`src/rtl/instr_encoder.sv`:
```
// ============================================================================
//  Module   : instr_encoder
//  Brief    : Encodes one field bundle into a 32-bit instruction word behind a
//             single output register, with illegal-bundle detection and addressing.
//  Revision : 1.0
// ============================================================================
`default_nettype none

module instr_encoder #(
  parameter logic [31:0] BASE_ADDR = 32'h0000_0000
) (
  input  logic               clk,
  input  logic               rst,
  input  logic               in_valid,
  output logic               in_ready,
  input  logic [2:0]         fmt,
  input  logic [6:0]         opcode,
  input  logic [2:0]         funct3,
  input  logic [6:0]         funct7,
  input  logic [4:0]         rd,
  input  logic [4:0]         rs1,
  input  logic [4:0]         rs2,
  input  logic signed [31:0] imm,
  output logic               out_valid,
  input  logic               out_ready,
  output logic [31:0]        out_instr,
  output logic [31:0]        out_addr,
  output logic               out_err,
  output logic [7:0]         err_count
);

  localparam logic [2:0]  c_FMT_R = 3'd0;
  localparam logic [2:0]  c_FMT_I = 3'd1;
  localparam logic [2:0]  c_FMT_S = 3'd2;
  localparam logic [2:0]  c_FMT_B = 3'd3;
  localparam logic [2:0]  c_FMT_U = 3'd4;
  localparam logic [2:0]  c_FMT_J = 3'd5;
  localparam logic [31:0] c_NOP   = 32'h0000_0013;

  logic        r_out_valid;
  logic [31:0] r_out_instr;
  logic [31:0] r_addr;
  logic        r_out_err;
  logic [7:0]  r_err_count;

  logic        w_accept;
  logic        w_xfer;
  logic        w_legal;
  logic [31:0] w_enc;
  logic        w_fits_12;
  logic        w_fits_13;
  logic        w_fits_21;

  assign in_ready  = !r_out_valid || out_ready;
  assign w_accept  = in_valid && in_ready;
  assign w_xfer    = r_out_valid && out_ready;

  // Range limits of the signed immediate fields; B/J top values are the largest even offsets.
  assign w_fits_12 = (imm >= -32'sd2048)    && (imm <= 32'sd2047);
  assign w_fits_13 = (imm >= -32'sd4096)    && (imm <= 32'sd4094);
  assign w_fits_21 = (imm >= -32'sd1048576) && (imm <= 32'sd1048574);

  always_comb begin
    w_legal = 1'b0;
    w_enc   = 32'd0;
    case (fmt)
      c_FMT_R: begin
        w_legal = 1'b1;
        w_enc   = {funct7, rs2, rs1, funct3, rd, opcode};
      end
      c_FMT_I: begin
        w_legal = w_fits_12;
        w_enc   = {imm[11:0], rs1, funct3, rd, opcode};
      end
      c_FMT_S: begin
        w_legal = w_fits_12;
        w_enc   = {imm[11:5], rs2, rs1, funct3, imm[4:0], opcode};
      end
      c_FMT_B: begin
        w_legal = w_fits_13 && !imm[0];
        w_enc   = {imm[12], imm[10:5], rs2, rs1, funct3, imm[4:1], imm[11], opcode};
      end
      c_FMT_U: begin
        w_legal = (imm[11:0] == 12'd0);
        w_enc   = {imm[31:12], rd, opcode};
      end
      c_FMT_J: begin
        w_legal = w_fits_21 && !imm[0];
        w_enc   = {imm[20], imm[10:1], imm[11], imm[19:12], rd, opcode};
      end
      default: begin
        w_legal = 1'b0;
        w_enc   = 32'd0;
      end
    endcase
  end

  // The address counter names the word currently held and moves only when that word leaves.
  always_ff @(posedge clk) begin
    if (rst) begin
      r_out_valid <= 1'b0;
      r_out_instr <= 32'd0;
      r_out_err   <= 1'b0;
      r_addr      <= BASE_ADDR;
      r_err_count <= 8'd0;
    end else begin
      if (w_xfer) begin
        r_addr <= r_addr + 32'd4;
      end
      if (w_accept) begin
        r_out_valid <= 1'b1;
        r_out_instr <= w_legal ? w_enc : c_NOP;
        r_out_err   <= !w_legal;
        if (!w_legal && (r_err_count != 8'hFF)) begin
          r_err_count <= r_err_count + 8'd1;
        end
      end else if (w_xfer) begin
        r_out_valid <= 1'b0;
      end
    end
  end

  assign out_valid = r_out_valid;
  assign out_instr = r_out_instr;
  assign out_addr  = r_addr;
  assign out_err   = r_out_err;
  assign err_count = r_err_count;

endmodule

`default_nettype wire

```
`config.mk`:
```
export PLATFORM = sky130hd
export DESIGN_NAME = instr_encoder
export DESIGN_NICKNAME = d
export VERILOG_FILES = /design/src/rtl/instr_encoder.sv
export SDC_FILE = /design/constraint.sdc
export NUM_CORES = 1
export LEC_CHECK = 0
export ABC_AREA = 1
export CELL_PAD_IN_SITES_DETAIL_PLACEMENT = 1
export CELL_PAD_IN_SITES_GLOBAL_PLACEMENT = 1
export CORE_ASPECT_RATIO = 0.7
export CORE_UTILIZATION = 31
export DETAILED_ROUTE_END_ITERATION = 8
export PLACE_DENSITY = 0.92
export SLEW_MARGIN = 5
export SYNTH_ARGS = -nofsm -noshare
export SYNTH_HDL_FRONTEND = slang
export SYNTH_SLANG_ARGS = --single-unit
export TNS_END_PERCENT = 1
```
`constraint.sdc`:
```
create_clock -name clk -period 2.2 [get_ports clk]
set_clock_uncertainty 0.05 [all_clocks]
set_input_delay 0.44 -clock clk [delete_from_list [all_inputs] [get_ports clk]]
set_output_delay 0.44 -clock clk [all_outputs]
set_load 0.01 [all_outputs]
```
==> flow_metrics.tcl <==
set metrics [dict create \
    critical_path.max_fanout 3 \
    maxSlewHeadroom_pct 52.88 \
    yosys.cell_count.top_type "nand2_1" \
    cts_hold_repair.buffers 0 \
    place_inst 1005 \
    data_required_time_at_the_worst_endpoint_ns 2.34 \
    end_kind "flop" \
    wl_per_cell_um 16.56 \
    postSynthAreaPerCell_sq_um 6.477 \
    ir_drop_v 0.0003380 \
    p_leak_uw 0.002667 \
    synthesis.area_sq_um 4100 \
    detailedRoute.firstIterationViolations 224 \
    clock_sinks 72 \
    finalMaxSlewViolations 0 \
    diodes 0 \
    clk_pin_slew_worst_paths_ns 0.05 \
    place_area_sq_um 6302 \
    synth_area_leader_cell "dfxtp_1" \
    floorplan.rows 34 \
    grt_setup_unrepaired "true" \
    type_of_the_worst_setup_path "in2reg" \
    layout-area-overhead-vs-synth_pct 64.27 \
    drtPass1Iterations 4 \
    cp_slowest_stage_delay_ns 0.49 \
    synth.lib_cells_used.distinct 34 \
    drt-total-wl_um 16940 \
    io_buffer_count 143 \
    seq_area_frac_synth_pct 35.15 \
    finalWorstSetupSlack_ns -0.02835 \
    ctsRootBufferMaster "clkbuf_16" \
    number_of_flops_mapped_to_enable_cells_by_yosys 0 \
    synth_area_leaders "dfxtp_1, nand2_1, nor2_1" \
    num_io_pins 146 \
    total_negative_slack_ns -0.02889 \
    rr_worst_depth 12 \
    cts_inserted_buffers 9 \
    worstHoldPathType "reg2reg" \
    worst_slew_pin_slew_ns 0.7068 \
    timing.critical_path.from_type "input port" \
    final_min_period_over_clock_period_pct 101.3 \
    core_outline_area_sq_um 12680 \
    via_per_inst 4.881 \
    synth_common_cells "nand2_1, nor2_1, dfxtp_1, inv_1, a21oi_1" \
    hold_violations 0 \
    post-synth-top-area-fraction_pct 35.15 \
    netlist_instances 633 \
    vias_in_the_first_global_route 5283 \
    hpwlAfterDp_um 13040 \
    die_area_sq_um 13700 \
    async_flop_share_pct 0 \
    grt.overflow.total 0 \
    grt_max_degree 54 \
    final_layout_size_suffix_gt1_share_pct 21.60 \
    postLayoutCellArea_sq_um 6735 \
    finalNetCount 929 \
    final_core_util_pct 53.13 \
    cts_max_level 3 \
    routability_congestion 0.9095 \
    violations_in_the_final_reports "setup timing" \
    initial_core_util_pct 32.34 \
    final_antenna_net_count 0 \
    clock_tree.buffer_depth 2 \
    hold_path_depth 2 \
    max_freq_mhz 448.8 \
    critical_path.slowest_cell "clkdlybuf4s50_1" \
    grt_pass1_wl_um 27040 \
    synth-seq-cells 72 \
    layout_min_cycle_time_ns 2.228 \
    fin_worst_hold_slack_ns 0.4106 \
    grtUsageTotal_pct 25.02 \
    ordered_list_of_cells_on_the_worst_path "clkdlybuf4s50_1, nand2_2, inv_2, nand2_1, nor2_2, nand2_2, nor2_4, nand3_2, nor2_4, nand4_1, nor2_2, xor2_1, nor2_1" \
    tritoncts_clock_tree "built" \
    grt_antenna_before_repair 0 \
    finalNonFillerCells 1023 \
    power.density_nw_per_um2 497.9 \
    die_y_um 98.22 \
    chipWidth_um 139.5 \
    clock_insertion_delay_worst_skew_ns 0.33 \
    via_count 4993 \
    ys_dominant_reg_cell "dfxtp_1" \
    yosys_warnings 0 \
    status "finished, violations left" \
    finalSetupViolations 2 \
    critical_path_arrival_ns 2.37 \
    cap_viol_max_count 0 \
    drt_drc_violations_left 0 \
]
==> final timing paths <==
kind	startpoint	endpoint	slack, ns
max reg2reg	out_addr[2]$_SDFFE_PP0P_	out_addr[28]$_SDFFE_PP0P_	0.07
max	out_ready	out_addr[29]$_SDFFE_PP0P_	-0.03
min reg2reg	out_instr[8]$_SDFFE_PP0P_	out_instr[8]$_SDFFE_PP0P_	0.41
min	out_instr[8]$_SDFFE_PP0P_	out_instr[8]$_SDFFE_PP0P_	0.41
==> layer usage <==
layer | GRT usage, % | share of wire [%] | routed length [um]
met5 | 0 | 0 | 0
met4 | 5.556 | 0.70 | 119
met3 | 6.081 | 6.2 | 1053
met2 | 41.98 | 47 | 7897
met1 | 32.43 | 46 | 7867
==> what timing repair did <==
item	CTS	global route
endpoints found under the setup margin	24	53
buffers inserted	1	1
resized for setup	21	37
pin swaps	6	7
==> cells in the final DEF (no fill, tap or decap), types with 3 or more instances in the layout <==
cell	n
nand2_1	173
inv_1	65
dfxtp_1	72
nor3_1	10
nand3_1	24
nor4_1	4
o211ai_1	5
a21oi_1	40
a21oi_2	15
nand4_1	16
nand2_2	20
o21ai_1	3
xor2_1	12
clkbuf_16	9
buf_12	3
nor2_1	62
nor2_2	23
clkdlybuf4s50_1	127
clkinv_2	3
inv_2	13
xnor2_1	5
buf_4	83
dlymetal6s2s_1	7
o221ai_1	5
nand3_2	3
o21ai_0	26
nor2_4	4
dlygate4sd2_1	8
==> sequential cells by signal, summed over array words and instances, names as in the netlist <==
signal	flops
out_err	1
out_addr	30
out_instr	32
out_valid	1
err_count	8
==> cell type report <==
type | count | area [sq um]
repair buffers | 230 | 2128
flip-flops and latches | 72 | 1441
clock buffers | 10 | 229.0
multi-input cells | 465 | 2381
fillers | 1643 | 5942
clock inverters | 6 | 60.06
inverters | 78 | 292.8
well taps | 162 | 202.7
==> critical path: cells and delay by family <==
kind	cells	cell delay, ns
xor gates and xnor gates	1	0.18
buffers and inverters	2	0.56
and+or+nand+nor	10	1.18
==> cell families (layout without fill, tap and decap cells) <==
kind of cell    Yosys count  after routing  synth area share, %
xor+xnor                 18             18                3.845
compound gates           99             99                14.40
buf+inv                  97            324                9.734
simple gates            344            344                36.16
flops                    72             72                35.15
other cells               1              2              0.09146
fa+ha+maj                 2              2               0.6102
==> power breakdown <==
group          internal (uW)  total (uW)  switching (uW)
clock network            872        1430             555
registers               1330        1340            14.5
logic                    291         587             297
total                   2490        3350             866
==> stage by stage <==
stage | setup WS, ns | total power (uW)
after floorplan | 0.3263 | 1579
after global placement | -0.2650 | 1923
after detailed placement | -0.4647 | 1942
after CTS | -0.0009537 | 3385
after global routing | -0.1839 | 3497
final | -0.02835 | 3354
Note: power is estimated with default switching activity, not from simulation.
